### src/rtl/my_gpio.sv
// my_gpio: memory-mapped output port with DATA/SET/CLR/TGL aliases.
module my_gpio #(
  parameter logic [31:0]      BASE_ADDR = 32'h0000_0030,
  parameter int               WIDTH     = 8,
  parameter logic [WIDTH-1:0] RST_VAL   = '0
) (
  input  logic             clk,
  input  logic             rst,
  input  logic [31:0]      addr,
  input  logic [31:0]      wdata,
  input  logic             we,
  output logic [31:0]      rdata,
  output logic [WIDTH-1:0] gpio_out
);
  logic [WIDTH-1:0] r_latch;
  logic [WIDTH-1:0] w_wd;
  logic [WIDTH-1:0] w_next;
  logic             w_sel_data;
  logic             w_sel_set;
  logic             w_sel_clr;
  logic             w_sel_tgl;
  assign w_wd       = wdata[WIDTH-1:0];
  assign w_sel_data = addr == BASE_ADDR;
  assign w_sel_set  = addr == BASE_ADDR + 32'h4;
  assign w_sel_clr  = addr == BASE_ADDR + 32'h8;
  assign w_sel_tgl  = addr == BASE_ADDR + 32'hC;
  // unmapped addresses fall through to the current value, so a stray write is a no-op
  always_comb begin
    w_next = w_sel_data ? w_wd :
             w_sel_set  ? (r_latch | w_wd) :
             w_sel_clr  ? (r_latch & ~w_wd) :
             w_sel_tgl  ? (r_latch ^ w_wd) : r_latch;
  end
  always_ff @(posedge clk or posedge rst) begin
    if (rst) r_latch <= RST_VAL;
    else if (we) r_latch <= w_next;
  end
  assign rdata    = w_sel_data ? 32'(r_latch) : 32'h0;
  assign gpio_out = r_latch;
  generate
    if (WIDTH < 32) begin : g_pad
      logic w_unused;
      assign w_unused = ^wdata[31:WIDTH];
    end
  endgenerate
endmodule

### config.mk
export PLATFORM = sky130hd
export DESIGN_NAME = my_gpio
export DESIGN_NICKNAME = d
export VERILOG_FILES = /design/src/rtl/my_gpio.sv
export SDC_FILE = /design/constraint.sdc
export NUM_CORES = 1
export LEC_CHECK = 0
export CAP_MARGIN = 0
export CORE_UTILIZATION = 34
export CTS_BUF_LIST = sky130_fd_sc_hd__clkbuf_2
export DETAILED_ROUTE_END_ITERATION = 8
export PLACE_DENSITY_LB_ADDON = 0.08
export SYNTH_ARGS = -nofsm -noshare
export SYNTH_HDL_FRONTEND = slang
export SYNTH_SLANG_ARGS = --single-unit
### constraint.sdc
create_clock -name clk -period 6 [get_ports clk]
set_input_delay 1.2 -clock clk [delete_from_list [all_inputs] [get_ports clk]]
set_output_delay 1.2 -clock clk [all_outputs]
set_load 0.02 [all_outputs]
==> results of run 1 <==
[area by class of cell]
class | instances | area, sq um | area share
inverters | 20 | 75.1 | 0.0445
clock buffers | 3 | 15.0 | 0.00890
well taps | 44 | 55.1 | 0.0326
flip-flops and latches | 8 | 200 | 0.119
multi-input cells | 103 | 747 | 0.443
repair buffers | 60 | 596 | 0.353
[how the worst min path moves through the flow]
stage | from | slack, ns | end
after global placement | gpio_out[1]$_DFFE_PP0P_ | 0.57 | gpio_out[1]$_DFFE_PP0P_
final | gpio_out[7]$_DFFE_PP0P_ | 0.60 | gpio_out[7]$_DFFE_PP0P_
after detailed placement | gpio_out[1]$_DFFE_PP0P_ | 0.58 | gpio_out[1]$_DFFE_PP0P_
after global routing | gpio_out[0]$_DFFE_PP0P_ | 0.62 | gpio_out[0]$_DFFE_PP0P_
after floorplan | gpio_out[0]$_DFFE_PP0P_ | 0.65 | gpio_out[0]$_DFFE_PP0P_
after CTS | gpio_out[0]$_DFFE_PP0P_ | 0.60 | gpio_out[0]$_DFFE_PP0P_
[cells in the final DEF, fill, tap and decap left out, types with 4 or more instances in the layout]
cell type and count:
ha_1 16, clkdlybuf4s50_1 58, and2_1 8, inv_1 20
dfrtp_1 8, o211ai_1 6, nor4_1 4, o21ai_0 12
nand2_1 13, mux2i_1 6, conb_1 24
[cell families (layout without fill, tap and decap cells)]
group / count (synthesis) / count (layout)
buf+inv: 48 / 83
simple gates: 35 / 35
flops: 8 / 8
mux: 10 / 10
compound gates: 18 / 18
fa+ha+maj: 16 / 16
other cells: 1 / 24
[through the flow]
step | util | instance area, sq um | std cells | setup slack, ns | total power, mW
2_1_floorplan | - | 1220 | 159 | 2.25 | 0.0976
3_3_place_gp | 0.539 | 1670 | 235 | 1.11 | 0.116
3_5_place_dp | 0.539 | 1670 | 235 | 1.10 | 0.118
4_1_cts | 0.544 | 1690 | 238 | 1.11 | 0.151
5_1_grt | 0.544 | 1690 | 238 | 1.01 | 0.161
6_report | 0.544 | 1690 | 238 | 1.13 | 0.149
[routing by layer]
layer,part of all wire,global-route usage
met3,0.048,0.0476
met2,0.54,0.297
met5,0,0
met4,0.0094,0.0233
met1,0.40,0.182
[report_power, final]
group | leakage, nW | internal [mW] | switching [mW] | total [mW]
logic | 0.683 | 0.0322 | 0.0308 | 0.0630
registers | 0.0804 | 0.0539 | 0.00000000139 | 0.0539
clock network | 0.0125 | 0.0136 | 0.0182 | 0.0319
[tightest hold or removal path, delay by kind of cell, from the launching register on]
| kind | cells | cell delay [ns] |
|---|---|---|
| buf+inv | 1 | 0.08 |
| flops | 1 | 0.41 |
| mux | 1 | 0.06 |
==> impl_metrics.yaml, run 1 <==
synthesis:
  synth-async-reset-ratio: 1.00
  ys_seq_area_frac: 0.177
  syn_inst: 136
  synth_top_family_by_area: "buffers and inverters"
  synth-seq-cells: 8
  ys.flop_type: "dfrtp_1"
  synth_edf_count: 0
  synth_compound_area_frac: 0.0929
  syn_avg_cell_area_sq_um: 8.32
  synthSimpleGateAreaFrac: 0.191
  yosysWarningCount: 0
  yosysTopAreaCellShare: 0.177
  muxShareOfSynthArea: 0.119
  synthAdderAreaFrac: 0.177
  synth_most_common_cell: "buf_4"
  syn_area_sq_um: 1130
  yosys-top-cells-area: "dfrtp_1 18%, ha_1 18%, buf_4 16%"
  synthXorXnorAreaFrac: 0
  synth_top_cell_by_area: "dfrtp_1"
  synth_cell_types: 20
  synthTopCellsByCount: "24 x buf_4, 20 x inv_1, 16 x ha_1"
critical_path:
  criticalPathCategory: "in -> out"
  worstPathRequired_ns: 4.80
  r2r_slack_ns: 4.42
  cp_slowest_cell: "clkdlybuf4s50_1"
  cp-start-kind: "input port"
  path_delay_family: "buffers and inverters"
  crit_chain: "clkdlybuf4s50_1, nor4_1, nand4_1, nor4b_1, buf_4, and2_1, clkdlybuf4s50_1"
  critPathLaunch: "addr[24]"
  reg2reg_depth: 4
  cp.depth: 7
  crit_arrival_ns: 3.67
  max_stage_delay_ns: 0.60
  reg2reg_to: "gpio_out[1]$_DFFE_PP0P_"
  r2r_start: "gpio_out[1]$_DFFE_PP0P_"
  critPathBufInv: 3
  critPathCapture: "rdata[2]"
  cp-end-kind: "output pin"
  crit_top_cell: "clkdlybuf4s50_1"
  path_max_fanout: 6
cts:
  clkTransAtPathRegs_ns: 0.08
  cts_sinks: 8
  post_cts_buffers: 0
  cts-root-buf: "clkbuf_2"
  hold_buffers: 0
  worst_skew_pair.late_latency_ns: 0.23
  cts_buffers: 3
  cts_tree: "built"
  cts.repair.resized: 0
  htree_levels: 1
  clock_path_buffers: 2
sta:
  clock_skew_ns: 0
  hold_slack_ns: 0.596
  fin_crit_sh: 0.812
  rsz0062_at_grt: "no"
  final.min_clock_period_ns: 4.87
  fin_tns_setup_ns: 0
  finalSetupViolCount: 0
  slew_viol_final: 0
  worst_pin_slew_ns: 0.758
  finalHoldViolCount: 0
  slew-limit-headroom: 0.491
  max_freq_ghz: 0.205
route:
  drc_errors: 0
  via_per_inst: 4.37
  wirelength_mm: 2.67
  drtIter0Drc: 16
  vias: 1041
  wl_per_cell_microns: 11.2
  antenna_left: 0
  first_pass_iters: 4
floorplan:
  start_util: 0.365
  fp-row-count: 20
  dieArea_sq_um: 3560
  fp.coreArea_sq_um: 3100
  chipHeight_microns: 59.7
  die-width_microns: 59.7
  pin_count: 107
layout:
  syn2layout_area_growth_pct: 49.2
  nFillCells: 316
  antennaDiodeCount: 0
  largest_reg_flops: 8
  nets: 279
  drive_above_1_share: 0.0670
global_routing:
  antenna_found_initial: 0
  grt_pass1_wl_mm: 4.31
  grt_use_total: 0.160
  grt_overflow_total: 0
  grt_max_degree: 28
  grt_pass1_vias: 1009
worst_hold_path:
  hp-class: "reg -> reg"
  holdPathStages: 2
flow_run:
  drv_cap: 0
placement:
  place_congestion: 0.655
  io_buffers: 58
  dp_hpwl_mm: 2.26
outcome:
  status: "completed"
power:
  power_density_nw_per_um2: 88.1
  p_leak_nw: 0.775
  ir_worst_vdd_v: 0.0000659
Note: power is estimated with default switching activity, not from simulation.
==> run 2: changes to the inputs <==
--- a/config.mk
+++ b/config.mk
@@ -6,7 +6,7 @@
 export NUM_CORES = 1
 export LEC_CHECK = 0
 export CAP_MARGIN = 0
-export CORE_UTILIZATION = 34
+export CORE_UTILIZATION = 31
 export CTS_BUF_LIST = sky130_fd_sc_hd__clkbuf_2
 export DETAILED_ROUTE_END_ITERATION = 8
 export PLACE_DENSITY_LB_ADDON = 0.08
==> constraint.sdc (replaced) <==
create_clock -name clk -period 5.1 [get_ports clk]
set_input_delay 1.02 -clock clk [delete_from_list [all_inputs] [get_ports clk]]
set_output_delay 1.02 -clock clk [all_outputs]
set_load 0.02 [all_outputs]
==> run 2 against run 1 <==
  * Global-route usage decreased by 1.4 points
  * Hold slack improved by 0.0011 ns
  * Via count decreased by 0.19%
  * Largest cell class unchanged
  * Combinational power increased by 19%
  * Sequential cell count unchanged
  * Sequential power increased by 18%
  * Total power increased by 21%
  * Register-to-register slack got worse by 0.90 ns
  * First-iteration DRC count increased by 69%
==> impl_metrics.yaml, run 2 (synthesis gave the netlist of run 1 again) <==
cts:
  cts_sinks: 8
  cts-root-buf: "clkbuf_2"
  htree_levels: 1
  worst_skew_pair.late_latency_ns: 0.24
  cts_buffers: 3
  hold_buffers: 0
  cts.repair.resized: 0
  clkTransAtPathRegs_ns: 0.10
  post_cts_buffers: 0
  cts_tree: "built"
  clock_path_buffers: 2
power:
  ir_worst_vdd_v: 0.0000612
  power_density_nw_per_um2: 106
  p_total_mw: 0.180
  p_leak_nw: 0.781
critical_path:
  criticalPathCategory: "in -> out"
  worstPathRequired_ns: 4.08
  crit_arrival_ns: 3.46
  path_max_fanout: 5
  cp-start-kind: "input port"
  cp-end-kind: "output pin"
placement:
  io_buffers: 58
  place_congestion: 0.706
  dp_hpwl_mm: 2.30
  dpl-instance-area_sq_um: 1690
sta:
  finalHoldViolCount: 0
  fin_tns_setup_ns: 0
  clock_skew_ns: 0
  finalSetupViolCount: 0
  slew_viol_final: 0
  fin_crit_sh: 0.879
  hold_slack_ns: 0.597
  max_freq_ghz: 0.223
  worst_pin_slew_ns: 0.736
  slew-limit-headroom: 0.506
  rsz0062_at_grt: "no"
  final.min_clock_period_ns: 4.48
global_routing:
  grt_pass1_wl_mm: 4.58
  antenna_found_initial: 0
  grt_max_degree: 27
  grt_use_total: 0.145
  grt_pass1_vias: 1037
  grt_overflow_total: 0
layout:
  nets: 280
  layout_common_cells: "58 x clkdlybuf4s50_1, 24 x conb_1, 20 x inv_1, 16 x ha_1, 13 x nand2_1"
  antennaDiodeCount: 0
  stdcell_area_sq_um: 1700
  syn2layout_area_growth_pct: 50.7
  largest_reg_flops: 8
  final_common_cell: "clkdlybuf4s50_1"
  nFillCells: 352
  drive_above_1_share: 0.0769
floorplan:
  start_util: 0.331
  fp-row-count: 21
  pin_count: 107
  chipHeight_microns: 62.4
  die-width_microns: 62.4
  dieArea_sq_um: 3890
  fp.coreArea_sq_um: 3420
route:
  via_per_inst: 4.31
  vias: 1039
  wirelength_mm: 2.73
  antenna_left: 0
  drc_errors: 0
  drtIter0Drc: 27
  first_pass_iters: 3
  wl_per_cell_microns: 11.3
flow_run:
  drv_cap: 0
worst_hold_path:
  hp-class: "reg -> reg"
outcome:
  status: "completed"
[run 2: stage by stage]
| step | utilization | worst slack [ns] | std cells |
|---|---|---|---|
| floorplan | - | 1.71 | 159 |
| global placement | 0.495 | 0.551 | 238 |
| detailed placement | 0.495 | 0.566 | 238 |
| CTS | 0.499 | 0.557 | 241 |
| global route | 0.499 | 0.427 | 241 |
| finish | 0.499 | 0.618 | 241 |
[run 2: worst max-delay path, stage by stage]
cell,delay [ns]
clkdlybuf4s50_1,0.40
nor4_1,0.42
nand4_1,0.18
nor4b_2,0.50
buf_4,0.22
and2_1,0.13
clkdlybuf4s50_1,0.59
[run 2: area by class of cell]
type | count | area [sq um] | share of cell area
timing repair buffer | 61 | 603 | 0.354
tap | 46 | 57.6 | 0.0338
sequential | 8 | 200 | 0.117
multi-input combinational | 103 | 753 | 0.442
clock buffer | 3 | 15.0 | 0.00881
inverter | 20 | 75.1 | 0.0441
[run 2: worst paths after layout]
kind                                          from  cells after the start  slack, ns                       to
max                                       addr[24]                      7       0.62                 rdata[4]
min                        gpio_out[3]$_DFFE_PP0P_                      2       0.60  gpio_out[3]$_DFFE_PP0P_
max reg2reg                gpio_out[2]$_DFFE_PP0P_                      4       3.52  gpio_out[2]$_DFFE_PP0P_
min reg2reg                gpio_out[3]$_DFFE_PP0P_                      2       0.60  gpio_out[3]$_DFFE_PP0P_
max in group asynchronous                      rst                      2       3.82  gpio_out[6]$_DFFE_PP0P_
min in group asynchronous                      rst                      2       1.03  gpio_out[2]$_DFFE_PP0P_
[run 2: routing by layer]
| layer | vias up | global-route usage | share of wire |
|---|---|---|---|
| met4 | 0 | 0 | 0 |
| met1 | 486 | 0.170 | 0.43 |
| met3 | 0 | 0.0474 | 0.037 |
| li1 | 527 | - | - |
| met2 | 26 | 0.270 | 0.54 |
| met5 | - | 0 | 0 |
[run 2: power breakdown]
part	internal [mW]	switching, mW
clock	0.0160	0.0262
sequential	0.0634	0.00000000161
combinational	0.0385	0.0362
